## config.mk

```make
export PLATFORM = sky130hd
export DESIGN_NAME = sseg_scan_mux
export DESIGN_NICKNAME = d
export VERILOG_FILES = /design/src/rtl/sseg_scan_mux.sv
export SDC_FILE = /design/constraint.sdc
export NUM_CORES = 1
export LEC_CHECK = 0
export ABC_AREA = 1
export CAP_MARGIN = 20
export CORE_ASPECT_RATIO = 1.2
export CORE_UTILIZATION = 60
export DETAILED_ROUTE_END_ITERATION = 12
export PLACE_DENSITY = 0.85
export SETUP_SLACK_MARGIN = 0.02
export SLEW_MARGIN = 10
export SYNTH_ARGS = -nofsm -noshare
export SYNTH_HDL_FRONTEND = slang
export SYNTH_SLANG_ARGS = --single-unit
export TNS_END_PERCENT = 10
```

## constraint.sdc

```tcl
create_clock -name clk -period 5.1 [get_ports clk]
set_input_delay 1.02 -clock clk [delete_from_list [all_inputs] [get_ports clk]]
set_output_delay 1.02 -clock clk [all_outputs]
set_load 0.02 [all_outputs]
```

## src/rtl/sseg_scan_mux.sv

```systemverilog
// Time-multiplexed seven-segment driver for common-anode displays.
// Inputs are captured once per scan frame, so a frame never mixes old and new digits.
module sseg_scan_mux #(
  parameter int NUM_DIGITS   = 4,
  parameter int TICK_DIV     = 100000,
  parameter int BLANK_CYCLES = 0
) (
  input  logic                    clk,
  input  logic                    reset,
  input  logic [4*NUM_DIGITS-1:0] value,
  input  logic [NUM_DIGITS-1:0]   dp_in,
  input  logic                    lz_suppress,
  input  logic                    blank_in,
  output logic [NUM_DIGITS-1:0]   an,
  output logic [6:0]              segs,
  output logic                    dp,
  output logic                    frame_tick
);

  localparam int CNT_W = $clog2(TICK_DIV);
  localparam int IDX_W = $clog2(NUM_DIGITS);
  localparam logic [CNT_W-1:0] CNT_LAST = CNT_W'(TICK_DIV - 1);
  localparam logic [IDX_W-1:0] IDX_LAST = IDX_W'(NUM_DIGITS - 1);

  logic [CNT_W-1:0]        cnt_q, cnt_d;
  logic [IDX_W-1:0]        idx_q, idx_d;
  logic [4*NUM_DIGITS-1:0] shadow_value_q, shadow_value_d;
  logic [NUM_DIGITS-1:0]   shadow_dp_q, shadow_dp_d;
  logic                    shadow_lz_q, shadow_lz_d;
  logic [NUM_DIGITS-1:0]   an_q, an_d;
  logic [6:0]              segs_q, segs_d;
  logic                    dp_q, dp_d;
  logic                    frame_tick_q, frame_tick_d;
  logic                    slot_end, frame_end;
  logic                    lead_blank;
  logic                    dark;
  logic [3:0]              nibble;

  function automatic logic [6:0] hex_segs(input logic [3:0] h);
    logic [6:0] s;
    case (h)
      4'h0: s = 7'h40;
      4'h1: s = 7'h79;
      4'h2: s = 7'h24;
      4'h3: s = 7'h30;
      4'h4: s = 7'h19;
      4'h5: s = 7'h12;
      4'h6: s = 7'h02;
      4'h7: s = 7'h78;
      4'h8: s = 7'h00;
      4'h9: s = 7'h10;
      4'hA: s = 7'h08;
      4'hB: s = 7'h03;
      4'hC: s = 7'h46;
      4'hD: s = 7'h21;
      4'hE: s = 7'h06;
      default: s = 7'h0E;
    endcase
    return s;
  endfunction

  // A digit is a leading zero when it and every more-significant digit are zero.
  function automatic logic digit_suppressed(input logic [4*NUM_DIGITS-1:0] v,
                                            input logic                    lz,
                                            input logic [IDX_W-1:0]        k);
    logic any_nz;
    any_nz = 1'b0;
    for (int j = 0; j < NUM_DIGITS; j++) begin
      if (j >= int'(k) && v[4*j +: 4] != 4'h0) any_nz = 1'b1;
    end
    return lz && (k != '0) && !any_nz;
  endfunction

  if (BLANK_CYCLES == 0) begin : g_no_lead
    assign lead_blank = 1'b0;
  end else begin : g_lead
    assign lead_blank = (cnt_d < CNT_W'(BLANK_CYCLES));
  end

  always_comb begin
    slot_end       = (cnt_q == CNT_LAST);
    frame_end      = slot_end && (idx_q == IDX_LAST);
    cnt_d          = slot_end ? '0 : cnt_q + CNT_W'(1);
    idx_d          = idx_q;
    shadow_value_d = shadow_value_q;
    shadow_dp_d    = shadow_dp_q;
    shadow_lz_d    = shadow_lz_q;
    if (slot_end) idx_d = frame_end ? '0 : idx_q + IDX_W'(1);
    if (frame_end) begin
      shadow_value_d = value;
      shadow_dp_d    = dp_in;
      shadow_lz_d    = lz_suppress;
    end

    // Outputs are computed from next state so the registered drive matches the held cnt/idx.
    nibble       = shadow_value_d[{idx_d, 2'b00} +: 4];
    dark         = blank_in || lead_blank || digit_suppressed(shadow_value_d, shadow_lz_d, idx_d);
    an_d         = dark ? '1 : ~(NUM_DIGITS'(1) << idx_d);
    segs_d       = dark ? 7'h7F : hex_segs(nibble);
    dp_d         = dark ? 1'b1 : ~shadow_dp_d[idx_d];
    frame_tick_d = frame_end;
  end

  always_ff @(posedge clk or posedge reset) begin
    if (reset) begin
      cnt_q          <= '0;
      idx_q          <= '0;
      shadow_value_q <= '0;
      shadow_dp_q    <= '0;
      shadow_lz_q    <= 1'b0;
      an_q           <= '1;
      segs_q         <= 7'h7F;
      dp_q           <= 1'b1;
      frame_tick_q   <= 1'b0;
    end else begin
      cnt_q          <= cnt_d;
      idx_q          <= idx_d;
      shadow_value_q <= shadow_value_d;
      shadow_dp_q    <= shadow_dp_d;
      shadow_lz_q    <= shadow_lz_d;
      an_q           <= an_d;
      segs_q         <= segs_d;
      dp_q           <= dp_d;
      frame_tick_q   <= frame_tick_d;
    end
  end

  assign an         = an_q;
  assign segs       = segs_q;
  assign dp         = dp_q;
  assign frame_tick = frame_tick_q;

endmodule
```

==> results.txt, run 1 <==
The flow ran to the end, and the final reports show no timing, DRC or antenna violations. The CTS clock-pin slew for the worst setup and hold paths was 0.10 ns. The global routing stage identified its most utilized layer as met2. The setup total negative slack is 0 ns, and the number of global-route vias before repair is 2669. The number of buffers created by CTS is 5.

Between clock sinks in the finished design, the worst skew comes to 0.00813 ns. TritonCTS built the clock tree. Yosys mapped a number of flops with a built-in enable equal to 0. The maximum clock rate came out at 335 MHz.

The run gives 0.000188 V as the worst IR drop on VDD. Counting distinct cell types in the post-synthesis netlist gives 29. After synthesis, the mean cell area works out to 7.81 um^2.

The clock period could shrink to 2.99 ns. The synthesis-to-layout area growth is 16.1%, and the count of TritonRoute iterations in the first routing pass is 5. For the max-slew violation count, the log shows 0. The global routing met2 resource utilization came out at 0.517.

The logs give 4970 um^2 for the core box area and 0 for the remaining antenna violation count after routing. In the final design database the tool counted 473 nets. The tool flagged a number of max-cap violations equal to 0. After detailed routing, the number of vias per cell comes to 5.49. The clock tree synthesis step divided the H-tree into 2 levels.

The part of the Yosys area used for sequential elements was 0.426; the final estimated routing congestion in global placement was 0.875. For this run, design rule violations remaining after detail routing come to 0. The proportion of register bits with asynchronous set or reset after synthesis works out to 1.00.

The final route contains 2756 vias. The number of cells on the worst hold path works out to 1. For the number of rows created at floorplan, the log shows 28. Setup repair after global routing left no endpoint under its margin. The fraction of layout instances using a drive strength above 1 was 0.167. The number of synthesized register bits is 53. The logs give 0.292 for the overall track demand over capacity in global routing and 5540 um^2 for the area of the die. The depth of the worst register-to-register path works out to 15. The largest individual stage delay along the critical path comes from the cell ha_1.

The hold path startpoint was cnt_q[0]$_DFF_PP0_. First-pass GRT wire length: 11900 um. The total of cells resized after clock tree synthesis was 0. In this run the critical register-to-register path is captured at segs[3]$_DFF_PP1_. At the worst endpoint, the required time is 5.35 ns.

Hold buffer count at cts: 0. Detailed placement finished with a half-perimeter wire length of 5290 um. The count of cells in the finished layout, fillers not included, comes to 502. The final count of negative-setup-slack endpoints was 0.

The most used flip-flop cell after synthesis is dfrtp_1. In this run the critical register-to-register path is launched from idx_q[0]$_DFF_PP0_. The number of top-level design ports is 37.

The total length of routed wires came out at 7180 um. The logs give 0.00180 uW for the static leakage and 0 for the antenna diode count. The ratio of final minimum period to clock period was 0.586.

The initial cell density of the core was 0.633; the average wire length per cell after detail routing was 14.3 um. For the initial antenna violation count, the log shows 0. The worst hold path terminates at cnt_q[0]$_DFF_PP0_. Power spread over the standard cell area amounts to 209 nW/um^2. Synthesis produced a netlist with a net count of 435. The count of endpoints failing hold in the final timing report is 0. The worst-margin pin slew was 0.793 ns. The tools report the clock root buffer as clkbuf_8. The tools report the final global-route overflow total as 0. The kind of path behind the tightest hold check is flip-flop to flip-flop.

The critical path goes through ha_1 -> inv_1 -> nand2_1 -> nand4_1 -> nand2_4 -> nor2_2 -> nand2_1 -> nand2_1 -> nor2_4 -> inv_2 -> ha_1 -> inv_1 -> nand3_1 -> nand3_1 -> nand3_1. Number of warnings reported in the yosys synthesis log: 0. The library cells used most frequently in the layout, excluding fill and tap cells, are 128 x nand2_1, 49 x inv_1, 41 x dfrtp_1. Across all register-to-register paths, the minimum setup slack is 2.11 ns.

Kind of start point of the critical path: a flip-flop. The peak per-stage delay on the critical path is 0.70 ns. The met1 global-route usage is 0.331, and the clock latency at the later pin of the worst-skew pair is 0.32 ns.

Measured along the y axis, the die boundary spans 81.3 um. Clock sink count: 53. In this run the horizontal extent of the chip is 68.1 um.

The buffers inserted during post-CTS setup optimization came out at 0. The number of port buffers is 36, and the maximum net fanout on the critical path is 19. The tools report the kind of capture point of the worst setup path as a flip-flop.

The tools report the number of standard cells after synthesis as 403. The clock passes through at most 2 buffers. The worst relative slew slack was 0.471. The first routing iteration left 182 violations. The critical path is of the flip-flop to flip-flop type.

The logs give 0.0590 for the met3 capacity usage during global routing and 54 for the maximum number of pins on one net before global-route repair. The run gives 494 as the number of placed instances, taps included. The library cell used most frequently in the layout, excluding fill and tap cells, is nand2_1. For the worst setup path, the data arrival time is 3.24 ns. The mapped netlist covers 3150 um^2.
-- critical path, delay by kind of cell (launching register included) --
kind,cells,cell delay (ns)
adders and majority gates,2,0.92
buffers and inverters,3,0.30
DFF,1,0.43
and+or+nand+nor,10,1.26
-- worst max-delay path by stage --
stage,start,endpoint,slack [ns],cells after the start
2_1_floorplan,reset,cnt_q[0]$_DFF_PP0_,2.81,1
5_1_grt,idx_q[0]$_DFF_PP0_,segs[3]$_DFF_PP1_,1.94,15
3_3_place_gp,value[4],segs[3]$_DFF_PP1_,2.38,12
4_1_cts,idx_q[0]$_DFF_PP0_,segs[3]$_DFF_PP1_,2.19,15
3_5_place_dp,idx_q[0]$_DFF_PP0_,segs[3]$_DFF_PP1_,2.23,15
6_report,idx_q[0]$_DFF_PP0_,segs[3]$_DFF_PP1_,2.11,15
-- cells in the mapped netlist, drive strengths merged (2+ instances only) --
cell type / number / area share
a22oi: 2 / 0.0048
nand3: 32 / 0.068
dfrtp: 41 / 0.33
xor2: 2 / 0.0056
a31oi: 2 / 0.0040
nand4: 19 / 0.043
nand2: 146 / 0.20
buf: 6 / 0.016
dfstp: 12 / 0.10
nor2: 54 / 0.094
o21ai: 9 / 0.014
ha: 8 / 0.032
a21oi: 6 / 0.0095
inv: 58 / 0.069
nor3: 4 / 0.014
-- registers in the layout, summed over array words and instances, names as in the netlist --
name and cells:
an 4, frame_tick 1, shadow_value_q 16, idx_q 2, dp 1, cnt_q 17, shadow_dp_q 4, shadow_lz_q 1
segs 7
-- metrics by stage --
stage	hold WS (ns)	total power (uW)	util	setup WS [ns]	cell area, um^2
6_report	0.467	765	0.734	2.11	3650
2_1_floorplan	0.432	448	-	2.81	3150
5_1_grt	0.505	789	0.734	1.94	3650
3_3_place_gp	0.444	475	0.711	2.38	3540
4_1_cts	0.471	769	0.734	2.19	3650
3_5_place_dp	0.457	476	0.711	2.23	3540
-- routing by layer --
layer / share of wire / wire (um) / vias up
li1: - / - / 1337
met1: 0.39 / 2790 / 1312
met3: 0.043 / 312 / 19
met2: 0.54 / 3880 / 88
met5: 0 / 0 / -
met4: 0.028 / 204 / 0
-- report_power, final --
part,switching [uW],internal (uW)
sequential,0.726,425
combinational,19.6,22.0
clock,150,147
-- cell type report --
type | count | area [um^2]
repair buffers | 37 | 368
flip-flops and latches | 53 | 1340
clock inverters | 3 | 46.3
clock buffers | 5 | 68.8
fillers | 386 | 1320
multi-input cells | 286 | 1540
well taps | 60 | 75.1
inverters | 58 | 218
-- kinds of logic (layout without fill, tap and decap cells) --
| family | count (synthesis) | after routing | synth area share |
|---|---|---|---|
| AO/OA/AOI/OAI | 20 | 20 | 0.0350 |
| XOR/XNOR | 2 | 2 | 0.00557 |
| adder cells (fa/ha/maj) | 8 | 8 | 0.0318 |
| buffers and inverters | 64 | 103 | 0.0855 |
| flip-flops | 53 | 53 | 0.426 |
| AND/OR/NAND/NOR | 256 | 256 | 0.416 |
No activity file was read; power rests on OpenSTA's default activity.
==> run 2, diff against run 1 <==
--- a/config.mk
+++ b/config.mk
@@ -8,9 +8,9 @@
 export ABC_AREA = 1
 export CAP_MARGIN = 20
 export CORE_ASPECT_RATIO = 1.2
-export CORE_UTILIZATION = 60
+export CORE_UTILIZATION = 51
 export DETAILED_ROUTE_END_ITERATION = 12
-export PLACE_DENSITY = 0.85
+export PLACE_DENSITY = 0.77
 export SETUP_SLACK_MARGIN = 0.02
 export SLEW_MARGIN = 10
 export SYNTH_ARGS = -nofsm -noshare
==> constraint.sdc (replaced) <==
create_clock -name clk -period 2.45 [get_ports clk]
set_input_delay 0.49 -clock clk [delete_from_list [all_inputs] [get_ports clk]]
set_output_delay 0.49 -clock clk [all_outputs]
set_load 0.02 [all_outputs]
==> run 2 against run 1 <==
Compared with the run above: sequential share of layout area down 4.7 points; largest power group unchanged; clock skew up 0.0092 ns; critical endpoint is now segs[0]$_DFF_PP1_; global-route usage down 4.7 points; sequential power up 110%; die area up 17%.
==> results.txt, run 2 (synthesized netlist as in run 1, its figures left out) <==
The H-tree depth reported by CTS was 2 (unchanged). The post-route core utilization is 0.697 (was 0.734), and the number of flip-flops in the largest register is 17 (unchanged). The source of the worst register-to-register timing path is cnt_q[11]$_DFF_PP0_ (was idx_q[0]$_DFF_PP0_). For the hold buffer count at cts, the log shows 0 (unchanged).

Commonest non-fill, non-tap cells in the layout: 115 x nand2_1, 46 x inv_1, 39 x dfrtp_1 (was 128 x nand2_1, 49 x inv_1, 41 x dfrtp_1). The overall track demand over capacity in global routing was 0.246 (was 0.292); the worst IR drop on VDD was 0.000234 V (was 0.000188 V). For the starting DRC count in detailed routing, the log shows 149 (was 182). Detailed-placement wirelength estimate: 5390 um (was 5290 um). The final estimated routing congestion in global placement is 0.927 (was 0.875), and the initial antenna violation count is 0 (unchanged). The cell area power density works out to 353 nW/um^2 (was 209 nW/um^2).

The top cell family by delay on the critical path was simple AND/OR/NAND/NOR gates (unchanged). The final count of negative-setup-slack endpoints is 0 (unchanged), and the die height is 88.0 um (was 81.3 um). The count of endpoints failing hold in the final timing report is 0 (unchanged), and the worst-case register-to-register setup slack is 0.04 ns (was 2.11 ns). For the total power draw, the log shows 1480 uW (was 765 uW).

The clock period minus final worst setup slack was 2.41 ns (was 2.99 ns); the average wire length per cell after detail routing was 14.3 um (about the same). The synthesis-to-layout area growth was 33.2% (was 16.1%); the number of top-level design ports was 37 (unchanged). The worst flop-to-flop path endpoint was segs[0]$_DFF_PP1_ (was segs[3]$_DFF_PP1_).

The worst relative slew slack was 0.774 (was 0.471); the die extent in x was 73.7 um (was 68.1 um). The end of the critical path is segs[0]$_DFF_PP1_ (was segs[3]$_DFF_PP1_). The kind of start point of the critical path was a flip-flop (unchanged). The worst setup path startpoint was cnt_q[11]$_DFF_PP0_ (was idx_q[0]$_DFF_PP0_). The per-cell via count in the routed design was 5.25 (was 5.49). Number of port buffers: 36 (unchanged).

The static leakage is 0.00201 uW (was 0.00180 uW), and the peak per-stage delay on the critical path is 0.47 ns (was 0.70 ns). The number of global-route vias before repair came out at 2754 (was 2669). The initial cell density of the core was 0.523 (was 0.633); the number of placed instances, taps included was 528 (was 494). Cell with the largest stage delay on the worst path: dfrtp_2 (was ha_1). Area of the die: 6490 um^2 (was 5540 um^2). Register with the highest flop count: cnt_q (unchanged). The commonest non-fill, non-tap cell in the layout was nand2_1 (unchanged). The count of buffer and inverter cells on the critical path is 5 (was 3), and the remaining antenna violation count after routing is 0 (unchanged).

The clock root buffer was clkbuf_8 (unchanged). The logs give 452 (was 386) for the fill cell instance count of the final layout and 31 (was 28) for the number of rows created at floorplan. The number of nets in the layout was 515 (was 473); the remaining routing DRC violations was 0 (unchanged).

The run gives 0 (unchanged) as the max-capacitance violation count. Depth of the worst register-to-register path: 19 (was 15). The run gives 2972 (was 2756) as the via count. The arrival time at the worst endpoint was 2.65 ns (was 3.24 ns); the maximum number of pins on one net before global-route repair was 54 (unchanged). For the final global-route overflow total, the log shows 0 (unchanged). The maximum net fanout on the critical path works out to 8 (was 19). The tools report the core box area as 6010 um^2 (was 4970 um^2). The ratio of final minimum period to clock period was 0.985 (was 0.586). Max-slew violation count: 0 (unchanged). The clock sink count came out at 53 (unchanged). The run finished with clean final reports. TritonCTS built the clock tree. The critical path data required time is 2.69 ns (was 5.35 ns), and the total length of routed wires is 8110 um (was 7180 um). The run gives 0 ns (unchanged) as the setup total negative slack. The CTS clock-pin slew for the worst setup and hold paths came out at 0.10 ns (about the same).

The tools report the count of TritonRoute iterations in the first routing pass as 5 (unchanged). The worst-margin pin slew is 0.337 ns (was 0.793 ns). For the clock latency at the later pin of the worst-skew pair, the log shows 0.32 ns (about the same). The kind of path behind the tightest hold check was flip-flop to flip-flop (unchanged). The tools report the antenna diode count as 0 (unchanged).

Kind of capture point of the worst setup path: a flip-flop (unchanged). Cell chain of the critical path: inv_2 -> nand2_1 -> nor2_1 -> nand2_1 -> nor2_4 -> buf_6 -> buf_12 -> nand3_4 -> nand2_4 -> nor2_4 -> nand2_1 -> nand2_2 -> nor2_4 -> inv_2 -> ha_4 -> inv_2 -> nand3_2 -> nand3_1 -> nand3_1 (was ha_1 -> inv_1 -> nand2_1 -> nand4_1 -> nand2_4 -> nor2_2 -> nand2_1 -> nand2_1 -> nor2_4 -> inv_2 -> ha_1 -> inv_1 -> nand3_1 -> nand3_1 -> nand3_1). The fraction of layout instances using a drive strength above 1 was 0.302 (was 0.167). The logs give 12200 um (was 11900 um) for the first-pass GRT wire length and 414 MHz (was 335 MHz) for the maximum clock rate. The class of the most critical setup path is flip-flop to flip-flop (unchanged).

For the count of non-filler cells in the finished layout, the log shows 566 (was 502). Setup repair after global routing could not meet its margin everywhere. The worst-case clock skew came out at 0.0173 ns (was 0.00813 ns).

The total number of cells along the worst setup path is 19 (was 15). The tools report the number of buffers created by CTS as 5 (unchanged). For the buffer levels on the longest clock path, the log shows 2 (unchanged).
## run 2: cell type report
class | instances | area, um^2 | share of cell area
tap | 82 | 103 | 0.0245
clock inverter | 2 | 12.5 | 0.00299
clock buffer | 6 | 72.6 | 0.0173
inverter | 58 | 225 | 0.0537
sequential | 53 | 1340 | 0.321
multi-input combinational | 287 | 1690 | 0.404
timing repair buffer | 78 | 741 | 0.177
## run 2: how the worst min path moves through the flow
| stage | start | endpoint | slack, ns | cells after the start |
|---|---|---|---|---|
| after global placement | cnt_q[0]$_DFF_PP0_ | cnt_q[0]$_DFF_PP0_ | 0.44 | 1 |
| final | shadow_value_q[1]$_DFF_PP0_ | shadow_value_q[1]$_DFF_PP0_ | 0.49 | 2 |
| after detailed placement | cnt_q[0]$_DFF_PP0_ | cnt_q[0]$_DFF_PP0_ | 0.45 | 1 |
| after global routing | shadow_value_q[1]$_DFF_PP0_ | shadow_value_q[1]$_DFF_PP0_ | 0.52 | 2 |
| after floorplan | cnt_q[0]$_DFF_PP0_ | cnt_q[0]$_DFF_PP0_ | 0.43 | 1 |
| after CTS | cnt_q[0]$_DFF_PP0_ | cnt_q[0]$_DFF_PP0_ | 0.47 | 1 |
## run 2: through the flow
stage / hold WS, ns / worst slack, ns / instance area (um^2)
after floorplan: 0.432 / 0.222 / 3150
after global placement: 0.443 / 0.0484 / 3680
after detailed placement: 0.449 / -0.0521 / 3680
after CTS: 0.467 / 0.0263 / 3780
after global routing: 0.524 / -0.173 / 4190
final: 0.493 / 0.0373 / 4190
## run 2: worst register-to-register path, stage by stage, from the launching register on
cell,delay (ns)
dfrtp_2,0.47
inv_2,0.09
nand2_1,0.05
nor2_1,0.09
nand2_1,0.09
nor2_4,0.20
buf_6,0.13
buf_12,0.11
nand3_4,0.07
nand2_4,0.10
nor2_4,0.05
nand2_1,0.07
nand2_2,0.07
nor2_4,0.16
inv_2,0.09
ha_4,0.18
inv_2,0.07
nand3_2,0.08
nand3_1,0.08
nand3_1,0.08
## run 2: layer usage
metal / vias up / global-route usage / share of wire
li1: 1425 / - / -
met3: 38 / 0.0380 / 0.040
met4: 0 / 0.112 / 0.052
met2: 112 / 0.448 / 0.53
met1: 1397 / 0.279 / 0.37
met5: - / 0 / 0
## run 2: power breakdown
part | internal, uW | switching (uW) | leakage, uW
combinational | 48.7 | 41.6 | 0.00138
clock | 204 | 300 | 0.0000461
sequential | 885 | 1.67 | 0.000587
total | 1140 | 343 | 0.00201
## run 2: repair_timing
item / 4_1_cts / 5_1_grt
gates cloned: 0 / 1
pin swaps: 1 / 22
buffers inserted: 0 / 29
setup endpoints to repair: 5 / 12
gates resized for setup: 2 / 46
==> run 3, diff against run 2 <==
--- a/config.mk
+++ b/config.mk
@@ -10,7 +10,7 @@
 export CORE_ASPECT_RATIO = 1.2
 export CORE_UTILIZATION = 51
 export DETAILED_ROUTE_END_ITERATION = 12
-export PLACE_DENSITY = 0.77
+export PLACE_DENSITY = 0.82
 export SETUP_SLACK_MARGIN = 0.02
 export SLEW_MARGIN = 10
 export SYNTH_ARGS = -nofsm -noshare
==> run 3 against run 2 <==
Compared with the run above: wire length decreased by 5.5%; highest routed layer unchanged; clock power increased by 14%; largest cell class unchanged; largest power group unchanged; global-route usage decreased by 0.71 points; critical endpoint unchanged; power increased by 4.8%.
==> results.txt, run 3 (synthesized netlist as in run 1, its figures left out) <==
The post-detailed-placement cell area was 3700 um^2 (was 3680 um^2); the count of TritonRoute iterations in the first routing pass was 5 (unchanged). The post-route core utilization was 0.693 (was 0.697). The tools report the hold buffer count at cts as 0 (unchanged).

For the first-pass GRT wire length, the log shows 11700 um (was 12200 um). Max-capacitance violation count: 0 (unchanged). The tools report the total length of routed wires as 7670 um (was 8110 um). The kind of path behind the tightest hold check was flip-flop to flip-flop (unchanged). The clock latency at the later pin of the worst-skew pair was 0.32 ns (about the same). The setup total negative slack is 0 ns (unchanged), and the buffer levels on the longest clock path is 2 (unchanged). The ratio of final minimum period to clock period is 0.952 (was 0.985). The number of port buffers was 36 (unchanged). For the fill cell instance count of the final layout, the log shows 444 (was 452).

The maximum number of pins on one net before global-route repair was 54 (unchanged). The initial cell density of the core was 0.523 (unchanged); the antenna diode count was 0 (unchanged). The clock period minus final worst setup slack is 2.33 ns (was 2.41 ns), and the detailed-placement wirelength estimate is 5290 um (was 5390 um). Per-cell via count in the routed design: 5.12 (was 5.25). The number of flip-flops in the largest register is 17 (unchanged). For the final count of negative-setup-slack endpoints, the log shows 0 (unchanged).

The tools report the number of rows created at floorplan as 31 (unchanged). Commonest non-fill, non-tap cell in the layout: nand2_1 (unchanged). The tools report the area of all placed cells without fillers as 4170 um^2 (was 4190 um^2). Number of nets in the layout: 516 (was 515). The number of top-level design ports was 37 (unchanged). Kind of start point of the critical path: a flip-flop (unchanged).

Worst-case clock skew: 0.0140 ns (was 0.0173 ns). The area occupied by registers was 1350 um^2 (was 1340 um^2). Total power draw: 1550 uW (was 1480 uW). Maximum clock rate: 429 MHz (was 414 MHz). For the worst relative slew slack, the log shows 0.773 (was 0.774).

The die extent in x was 73.7 um (unchanged); the CTS clock-pin slew for the worst setup and hold paths was 0.10 ns (about the same). The worst IR drop on VDD was 0.000297 V (was 0.000234 V); the number of global-route vias before repair was 2764 (was 2754). Remaining routing DRC violations: 0 (unchanged).

The logs give 2905 (was 2972) for the via count and 0.238 (was 0.246) for the overall track demand over capacity in global routing. The cell area power density was 373 nW/um^2 (was 353 nW/um^2); the starting DRC count in detailed routing was 144 (was 149). The fraction of layout instances using a drive strength above 1 is 0.313 (was 0.302), and the clock sink count is 53 (unchanged). Register with the highest flop count: cnt_q (unchanged). The tools report the remaining antenna violation count after routing as 0 (unchanged). Setup repair after global routing could not meet its margin everywhere. The count of endpoints failing hold in the final timing report was 0 (unchanged).

The synthesis-to-layout area growth was 32.4% (was 33.2%). The static leakage is 0.00201 uW (about the same), and the die height is 88.0 um (unchanged). The logs give 2.70 ns (was 2.69 ns) for the critical path data required time and 0 (unchanged) for the final global-route overflow total. Commonest non-fill, non-tap cells in the layout: 112 x nand2_1, 43 x inv_1, 38 x dfrtp_1 (was 115 x nand2_1, 46 x inv_1, 39 x dfrtp_1).

The area of the die was 6490 um^2 (unchanged); the H-tree depth reported by CTS was 2 (unchanged). The worst-margin pin slew was 0.338 ns (was 0.337 ns); the footprint of the multi-input gates was 1650 um^2 (was 1690 um^2). The class of the most critical setup path was flip-flop to flip-flop (unchanged). The final estimated routing congestion in global placement was 0.927 (about the same). The run finished with clean final reports. The average wire length per cell after detail routing is 13.5 um (was 14.3 um).

Number of placed instances, taps included: 531 (was 528). The logs give 6010 um^2 (unchanged) for the core box area and 2.58 ns (was 2.65 ns) for the arrival time at the worst endpoint. The logs give 567 (was 566) for the count of non-filler cells in the finished layout and 5 (unchanged) for the number of buffers created by CTS.

The tools report the initial antenna violation count as 0 (unchanged). The max-slew violation count is 0 (unchanged). The tools report the kind of capture point of the worst setup path as a flip-flop (unchanged).

TritonCTS built the clock tree. Clock root buffer: clkbuf_8 (unchanged). The maximum net fanout on the critical path was 6 (was 8).
==> run 3: cell types whose count changed in the layout (fill, tap and decap cells not counted), sizes merged <==
| cell | delta |
|---|---|
| buf | +1 |
| clkbuf | +1 |
| inv | -1 |
==> run 3: routing by layer <==
| layer | up-vias | track usage | share of wire |
|---|---|---|---|
| met5 | - | 0 | 0 |
| met4 | 0 | 0.138 | 0.040 |
| met3 | 26 | 0.0380 | 0.041 |
| met2 | 94 | 0.436 | 0.53 |
| met1 | 1358 | 0.256 | 0.39 |
| li1 | 1427 | - | - |
==> run 3: cell type report <==
type | instances | share of cell area
Clock inverter | 1 | 0.00210
Tap cell | 82 | 0.0246
Sequential cell | 53 | 0.323
Timing Repair Buffer | 79 | 0.178
Clock buffer | 7 | 0.0234
Inverter | 58 | 0.0535
Multi-Input combinational cell | 287 | 0.396
==> run 3: worst max-delay path: stages (launching register included) <==
cell     delay [ns]
dfrtp_1        0.44
inv_2          0.07
nand2_1        0.06
nor2_2         0.14
nand2_2        0.09
nor2_4         0.23
nand3_4        0.17
nand2_1        0.09
nand2_1        0.10
nand2_1        0.08
nand2_1        0.08
nor2_4         0.15
inv_2          0.07
ha_2           0.19
inv_2          0.06
nand3_2        0.08
nand3_1        0.09
nand3_1        0.08
==> run 3: timing repair <==
| item | in CTS | in global routing |
|---|---|---|
| endpoints found under the hold margin | 0 | 0 |
| gates resized for setup | 1 | 43 |
| cloned | 0 | 1 |
| buffers inserted | 0 | 27 |
| pin swaps | 1 | 25 |
| endpoints found under the setup margin | 2 | 12 |
==> run 3: path summary, 6_finish.rpt <==
kind / cells after the start / endpoint / slack [ns] / start
setup / recovery: 17 / segs[0]$_DFF_PP1_ / 0.12 / cnt_q[13]$_DFF_PP0_
hold / removal: 2 / shadow_dp_q[1]$_DFF_PP0_ / 0.49 / shadow_dp_q[1]$_DFF_PP0_
hold reg to reg: 2 / shadow_dp_q[1]$_DFF_PP0_ / 0.49 / shadow_dp_q[1]$_DFF_PP0_
min in group asynchronous: 3 / shadow_value_q[3]$_DFF_PP0_ / 0.53 / reset
setup reg to reg: 17 / segs[0]$_DFF_PP1_ / 0.12 / cnt_q[13]$_DFF_PP0_
max in group asynchronous: 3 / segs[2]$_DFF_PP1_ / 1.63 / reset
==> run 3: stage by stage <==
stage	setup WS, ns	hold WS [ns]
2_1_floorplan	0.222	0.432
3_3_place_gp	0.0824	0.443
3_5_place_dp	0.0152	0.460
4_1_cts	0.0287	0.473
5_1_grt	-0.0363	0.524
6_report	0.118	0.487
==> run 3: power by group <==
part	leakage, uW	total, uW	switching (uW)	internal, uW
clock network	0.0000540	576	308	268
registers	0.000586	887	1.69	885
logic	0.00137	89.0	40.9	48.1
